<file path="src/rtl/riscv_pkg.sv">
// Shared RISC-V front-end definitions: fetch FSM states, NOP encoding and
// instruction field bit positions.
package riscv_pkg;

  typedef enum logic [1:0] {IDLE, WAIT, ERROR} fetch_state_t;

  localparam logic [31:0] NOP_INSTR = 32'h0000_0013;  // addi x0,x0,0

  localparam int OP_LSB   = 0;
  localparam int RD_LSB   = 7;
  localparam int F3_LSB   = 12;
  localparam int RS1_LSB  = 15;
  localparam int RS2_LSB  = 20;
  localparam int F7B5_BIT = 30;

endpackage

</file>
<file path="src/rtl/ifetch_unit.sv">
// Multi-cycle instruction fetch: req/ack read of instruction memory into the
// instruction register, with controller stall and a sticky timeout error.
module ifetch_unit
  import riscv_pkg::*;
#(
  parameter int XLEN    = 32,
  parameter int TIMEOUT = 16
) (
  input  logic            clk,
  input  logic            reset,
  input  logic            IRWrite,
  input  logic [XLEN-1:0] PC,
  input  logic            mem_ack,
  input  logic [XLEN-1:0] mem_rdata,
  output logic            mem_req,
  output logic [XLEN-1:0] mem_addr,
  output logic [XLEN-1:0] Instr,
  output logic [XLEN-1:0] OldPC,
  output logic [6:0]      op,
  output logic [2:0]      funct3,
  output logic            funct7b5,
  output logic [4:0]      rs1,
  output logic [4:0]      rs2,
  output logic [4:0]      rd,
  output logic            stall,
  output logic            fetch_err
);

  localparam int CW = $clog2(TIMEOUT + 1);
  localparam logic [CW-1:0] LAST_CNT = CW'(TIMEOUT - 1);

  fetch_state_t  state, state_nxt;
  logic [CW-1:0] wait_cnt;
  logic          timed_out;

  // Last permitted WAIT cycle with no ack; an ack on that cycle still wins.
  assign timed_out = (wait_cnt == LAST_CNT) && !mem_ack;

  always_ff @(posedge clk) begin
    if (!reset) state <= IDLE;
    else        state <= state_nxt;
  end

  always_comb begin
    state_nxt = state;
    stall     = 1'b0;
    case (state)
      IDLE: begin
        stall = IRWrite;
        if (IRWrite) state_nxt = WAIT;
      end
      WAIT: begin
        stall = !mem_ack;
        if (mem_ack)        state_nxt = IDLE;
        else if (timed_out) state_nxt = ERROR;
      end
      ERROR: stall = 1'b1;
      default: state_nxt = IDLE;
    endcase
  end

  always_ff @(posedge clk) begin
    if (!reset) begin
      mem_req   <= 1'b0;
      mem_addr  <= '0;
      Instr     <= XLEN'(NOP_INSTR);
      OldPC     <= '0;
      wait_cnt  <= '0;
      fetch_err <= 1'b0;
    end else begin
      case (state)
        IDLE: begin
          if (IRWrite) begin
            mem_addr <= PC;
            mem_req  <= 1'b1;
            wait_cnt <= '0;
          end
        end
        WAIT: begin
          if (mem_ack) begin
            Instr   <= mem_rdata;
            OldPC   <= mem_addr;
            mem_req <= 1'b0;
          end else if (timed_out) begin
            mem_req   <= 1'b0;
            fetch_err <= 1'b1;
          end else begin
            wait_cnt <= wait_cnt + 1'b1;
          end
        end
        ERROR: begin
          mem_req   <= 1'b0;
          fetch_err <= 1'b1;
        end
        default: mem_req <= 1'b0;
      endcase
    end
  end

  assign op       = Instr[OP_LSB +: 7];
  assign funct3   = Instr[F3_LSB +: 3];
  assign funct7b5 = Instr[F7B5_BIT];
  assign rs1      = Instr[RS1_LSB +: 5];
  assign rs2      = Instr[RS2_LSB +: 5];
  assign rd       = Instr[RD_LSB +: 5];

endmodule

</file>
<file path="config.mk">
export PLATFORM = sky130hd
export DESIGN_NAME = ifetch_unit
export DESIGN_NICKNAME = d
export VERILOG_FILES = /design/src/rtl/riscv_pkg.sv /design/src/rtl/ifetch_unit.sv
export SDC_FILE = /design/constraint.sdc
export NUM_CORES = 1
export LEC_CHECK = 0
export CAP_MARGIN = 20
export CORE_ASPECT_RATIO = 1.1
export CORE_MARGIN = 5
export CORE_UTILIZATION = 30
export CTS_CLUSTER_SIZE = 28
export DETAILED_ROUTE_END_ITERATION = 16
export PLACE_DENSITY_LB_ADDON = 0.05
export SETUP_SLACK_MARGIN = 0.02
export SLEW_MARGIN = 20
export SYNTH_ARGS = -nofsm -noshare
export SYNTH_HDL_FRONTEND = slang
export SYNTH_SLANG_ARGS = --single-unit
export TNS_END_PERCENT = 1
</file>
<file path="constraint.sdc">
create_clock -name clk -period 2.24 [get_ports clk]
set_input_delay 0.448 -clock clk [delete_from_list [all_inputs] [get_ports clk]]
set_output_delay 0.448 -clock clk [all_outputs]
set_load 0.005 [all_outputs]
</file>
======== After elaboration in Yosys (flattened, before gate mapping) ========
Cells that the tools add are included.
Widths: inputs -> output; s select.
cells by class
  $add $sub $neg .......................... 1
  multipliers ............................. 0
  div/mod/pow operators ................... 0
  order comparisons ....................... 0
  equal/unequal tests ..................... 8
  shift operators ......................... 0
  muxes and demuxes ....................... 16
  bitwise operators ....................... 1
  reduce and logical (&&, ||, !) cells .... 11
operators with widths
  cell                 count
  $mux 5               3
  $pmux 5 s2           1
  $ne 2x2->1 const B   4
  $mux 2               3
  $pmux 2 s3           1
  $reduce_and 2->1     3
  $reduce_and 3->1     2
  $add 5x1->5 const B  1
  $eq 5x4->1 const B   1
  $mux 1               5
  $pmux 1 s2           2
  $reduce_and 4->1     1
  $reduce_bool 2->1    2
  $ne 3x3->1 const B   1
  $pmux 1 s3           1
  $eq 2x1->1 const B   1
  $eq 2x2->1 const B   1
  $logic_not 2->1      1
  $logic_and 1x1->1    1
  $logic_not 1->1      1
  $not 1->1            1
storage, ports and cells
  flip-flop bits (word level) ............. 105
  bits in latches ......................... 0
  memory bits (writable) .................. 0
  memory bits (read-only) ................. 0
  input port bits ......................... 68
  output and inout bits ................... 125
  word-level logic and storage cells ...... 44
  memories kept ........................... 0

======== Longest topological paths before layout ========
  depth in word-level cells ............... 5
  mapped depth ............................ 6
  gate-level depth less buffers ........... 6

======== Worst setup path before layout ========
Ideal clock, no wire load.
  kind .................................... reg2reg
  start ................................... register wait_cnt[0]
  end ..................................... register wait_cnt[1]
  library setup time ...................... 0.116 ns
  arrival time ............................ 1.656 ns
  data required time ...................... 2.124 ns
  setup slack ............................. 0.468 ns
  stages on the path, launching flop included .. 7
  path buffers ............................ 0
  period minus slack after synthesis ...... 1.772 ns
  cells stage by stage .................... dfxtp_1 -> ha_1 -> and3_1 -> ha_1 -> nor4b_2 -> nor2_1 -> a31o_2
on the way
  word-level cells in the longest chain between the ends .. 4
  elaborated cells between the ends (all ways) .. 8
  classes of those cells .................. add/sub: 1; eq/ne: 2; mux: 3; reduce/logical: 2
ends and longest elaborated chain
  element                                         RTL line                              source
  from (decl)                                     ifetch_unit.sv:33                     logic [CW-1:0] wait_cnt;
  from (signal assigned)                          ifetch_unit.sv:88                     wait_cnt <= wait_cnt + 1'b1;
  $add 5x1->5 or $eq 5x4->1 (tied branches)       ifetch_unit.sv:88, ifetch_unit.sv:37
  $mux 5 or $logic_and 1x1->1 (tied branches)     ifetch_unit.sv:84, ifetch_unit.sv:37
  $mux 5 or $ne 2x2->1 (tied branches)            --
  $pmux 5 s2 or $reduce_and 4->1 (tied branches)  --
Parallel ways exist; a longest one is shown, timed or not. The select of a mux whose other input is x is not followed.
A chain may end at the register's enable or synchronous reset.

======== Worst setup path in the final report ========
  start ................................... input mem_ack
  end ..................................... output stall
on the way
  word-level cells in the longest chain between the ends .. 2
ends and longest elaborated chain
  element          RTL line           source
  from (decl)      ifetch_unit.sv:13  input logic mem_ack,
  $logic_not 1->1  ifetch_unit.sv:53  stall = !mem_ack;
  $pmux 1 s3       ifetch_unit.sv:47  case (state)
  to (decl)        ifetch_unit.sv:25  output logic stall,
No other way between the ends.

==> impl_metrics.tcl <==
set metrics [dict create \
    status "completed" \
    powerDensity_mw_per_mm2 654 \
    drtAntennaViolNets 0 \
    synthDistinctLibCells 34 \
    routed_wl_um 11600 \
    cts_hold_buf 0 \
    synthSimpleGateAreaFrac_pct 21.9 \
    wl_met1_um 5030 \
    synth-edff-count 0 \
    highest_layer "met4" \
    row_count 45 \
    yosys_warnings 0 \
    max_stage_delay_ns 0.49 \
    grtUsageTotal_pct 14.0 \
    grt_pass1_vias 3604 \
    synth_top_family_by_area "simple AND/OR/NAND/NOR gates" \
    synth.avg_cell_area_um2 8.53 \
    layout.cells.non_filler 841 \
    h-tree-depth 3 \
    die-area_mm2 0.0166 \
    gr-total-overflow 0 \
    ys_ff_latch 105 \
    fill_cells 1374 \
    critPathTopFamily "buffers and inverters" \
    synth_compound_area_share_pct 18.2 \
    critical_path_buf_inv_count 2 \
    hold_path.class "reg2reg" \
    synthMostInstantiatedCell "nand2_1" \
    rsz0062_at_grt "false" \
    path_cells "clkdlybuf4s50_1 > o21ai_0 > o31a_1 > clkdlybuf4s50_1" \
    fin_crit_ns 2.10 \
    die_w_um 123 \
    synth_common_cells "193 x nand2_1, 105 x dfxtp_1, 85 x a21boi_0" \
    io_buffer_count 192 \
    ios 193 \
    setup_viol 0 \
    start_util_pct 30.6 \
    finClkSkew_ns 0.00940 \
    min_from "OldPC[14]" \
    max_cap_viol_count 0 \
    grt_pass1_wl_um 18600 \
    crit_type "in2out" \
    die_h_um 134 \
    syn_area_mm2 0.00422 \
    first_pass_iters 6 \
    wl_met3_um 1000 \
    clk_path_buf_depth 2 \
    synth_fa_ha_area_share_pct 0.592 \
    final.period_utilization_pct 93.6 \
    fmax_mhz 477 \
    viasPerCell 4.41 \
    crit_path_max_fanout 2 \
    startpoint_type "input port" \
    post_cts_buffers 0 \
    cts-root-buf "clkbuf_16" \
    slew_viol_final 0 \
    drive_above_1_share_pct 5.05 \
    cts_tree "built" \
    critPathCaptureType "output pin" \
    syn_inst 495 \
    finalSetupTns_ns 0 \
    ys.flop_type "dfxtp_1" \
    gp_congestion 0.730 \
    drc_errors 0 \
    placed_cells 825 \
    via_count 3706 \
    critPathArrivalTime_ns 1.65 \
    numCtsBuffers 9 \
    crit_required_ns 1.79 \
    area_growth_pct 52.7 \
    dr_wl_met2_um 5410 \
    r2r-start "wait_cnt[0]" \
    clk_pin_slew_ns 0.07 \
    max_slew.worst_pin.slew_ns 0.497 \
    insertion_delay_ns 0.34 \
    synthMuxAreaShare_pct 0.237 \
    finalHoldViolations 0 \
    leakagePower_nw 2.27 \
    seq_area_frac_synth_pct 49.8 \
    maxSlewHeadroom_pct 66.8 \
    fin_nets 718 \
    antenna_found_initial 0 \
    netlist.area_leader.share_pct 49.8 \
    crit_start "mem_ack" \
    grt_start_max_net_pins 62 \
    path_common_cell "clkdlybuf4s50_1" \
    wire_per_inst_um 13.8 \
    drt_iter0_markers 145 \
    synth-xor-area-share_pct 0 \
    ir_worst_vdd_uv 410 \
    async_flop_share_pct 0 \
    cts_sinks 105 \
    diodes 0 \
    core_mm2 0.0138 \
    synth_fp_nets 565 \
    synth_top_cells_by_area "dfxtp_1 50%, nand2_1 17%, a21boi_0 15%" \
    cpMaxStageDelayCell "clkdlybuf4s50_1" \
    synth_top_cell_by_area "dfxtp_1" \
    dpl.hpwl_um 8270 \
    cts.repair.resized 0 \
]
-- cell type report --
type / instances / area [um2] / area share, %
Sequential cell: 105 / 2100 / 32.6
Timing Repair Buffer: 203 / 2050 / 31.8
Multi-Input combinational cell: 327 / 1730 / 26.8
Clock buffer: 14 / 264 / 4.09
Tap cell: 188 / 235 / 3.65
Clock inverter: 2 / 60.1 / 0.931
Inverter: 2 / 7.51 / 0.116
-- cells in the final DEF, fill, tap and decap left out, types with 2 or more instances in the layout --
cell             Yosys  final
a21oi_1              2      2
a21boi_1             9      9
bufinv_16            0      2
ha_1                 2      2
clkdlybuf4s50_1      0    191
dfxtp_1            105    104
nand2b_1             2      2
clkbuf_8             0      2
nor2b_1              3      3
inv_1                2      2
buf_4               27      7
nor2_1               5      5
clkbuf_1            11      3
buf_12               0      4
clkbuf_16            0      9
nand2_1            193    193
a21boi_0            85     85
and3_1               2      2
nand3_1              4      4
o21ai_0              3      3
-- cell families (layout without fill, tap and decap cells) --
logic type	count (synthesis)	count (layout)
and+or+nand+nor	220	220
DFF	105	105
AOI/OAI and AO/OA	104	104
buffers and inverters	63	221
adders and majority gates	2	2
muxes	1	1
-- state kept, by name (all words and copies together), names as in the netlist --
signal / count
Instr: 32
OldPC: 32
mem_addr: 32
wait_cnt: 5
state: 2
fetch_err: 1
mem_req: 1
-- stage by stage --
step	hold slack (ns)	util (%)	setup slack [ns]	instance area (um2)	total power, mW
finish	0.459	46.8	0.143	6450	4.22
global route	0.488	46.8	0.0288	6450	4.44
floorplan	0.452	-	0.468	4220	2.24
detailed placement	0.455	44.4	0.134	6120	2.57
CTS	0.465	46.7	0.127	6450	4.30
global placement	0.449	44.4	0.117	6120	2.56
-- worst paths after layout --
path                 endpoint  slack [ns]  cells past startpoint
setup / recovery        stall        0.14                      4
hold reg to reg     OldPC[14]        0.46                      2
setup reg to reg  wait_cnt[0]        0.36                      6
hold / removal      OldPC[14]        0.46                      2
-- worst min-delay path, delay by kind of cell, from the launching register on --
family / cells / cell delay (ns)
AO/OA/AOI/OAI: 1 / 0.06
flip-flops: 1 / 0.31
AND/OR/NAND/NOR: 1 / 0.04
-- layer usage --
metal | GRT usage [%] | vias to the layer above
li1 | - | 1880
met1 | 17.4 | 1689
met2 | 22.5 | 124
met3 | 4.69 | 13
met4 | 5.17 | 0
met5 | 0 | -
-- power breakdown --
part | internal, mW | switching (mW) | total [mW] | leakage (nW)
combinational | 0.327 | 0.197 | 0.524 | 1.26
sequential | 1.94 | 0.0514 | 1.99 | 0.855
clock | 1.04 | 0.666 | 1.71 | 0.157
total | 3.30 | 0.915 | 4.22 | 2.27
Power figures use the tool's default switching activity.
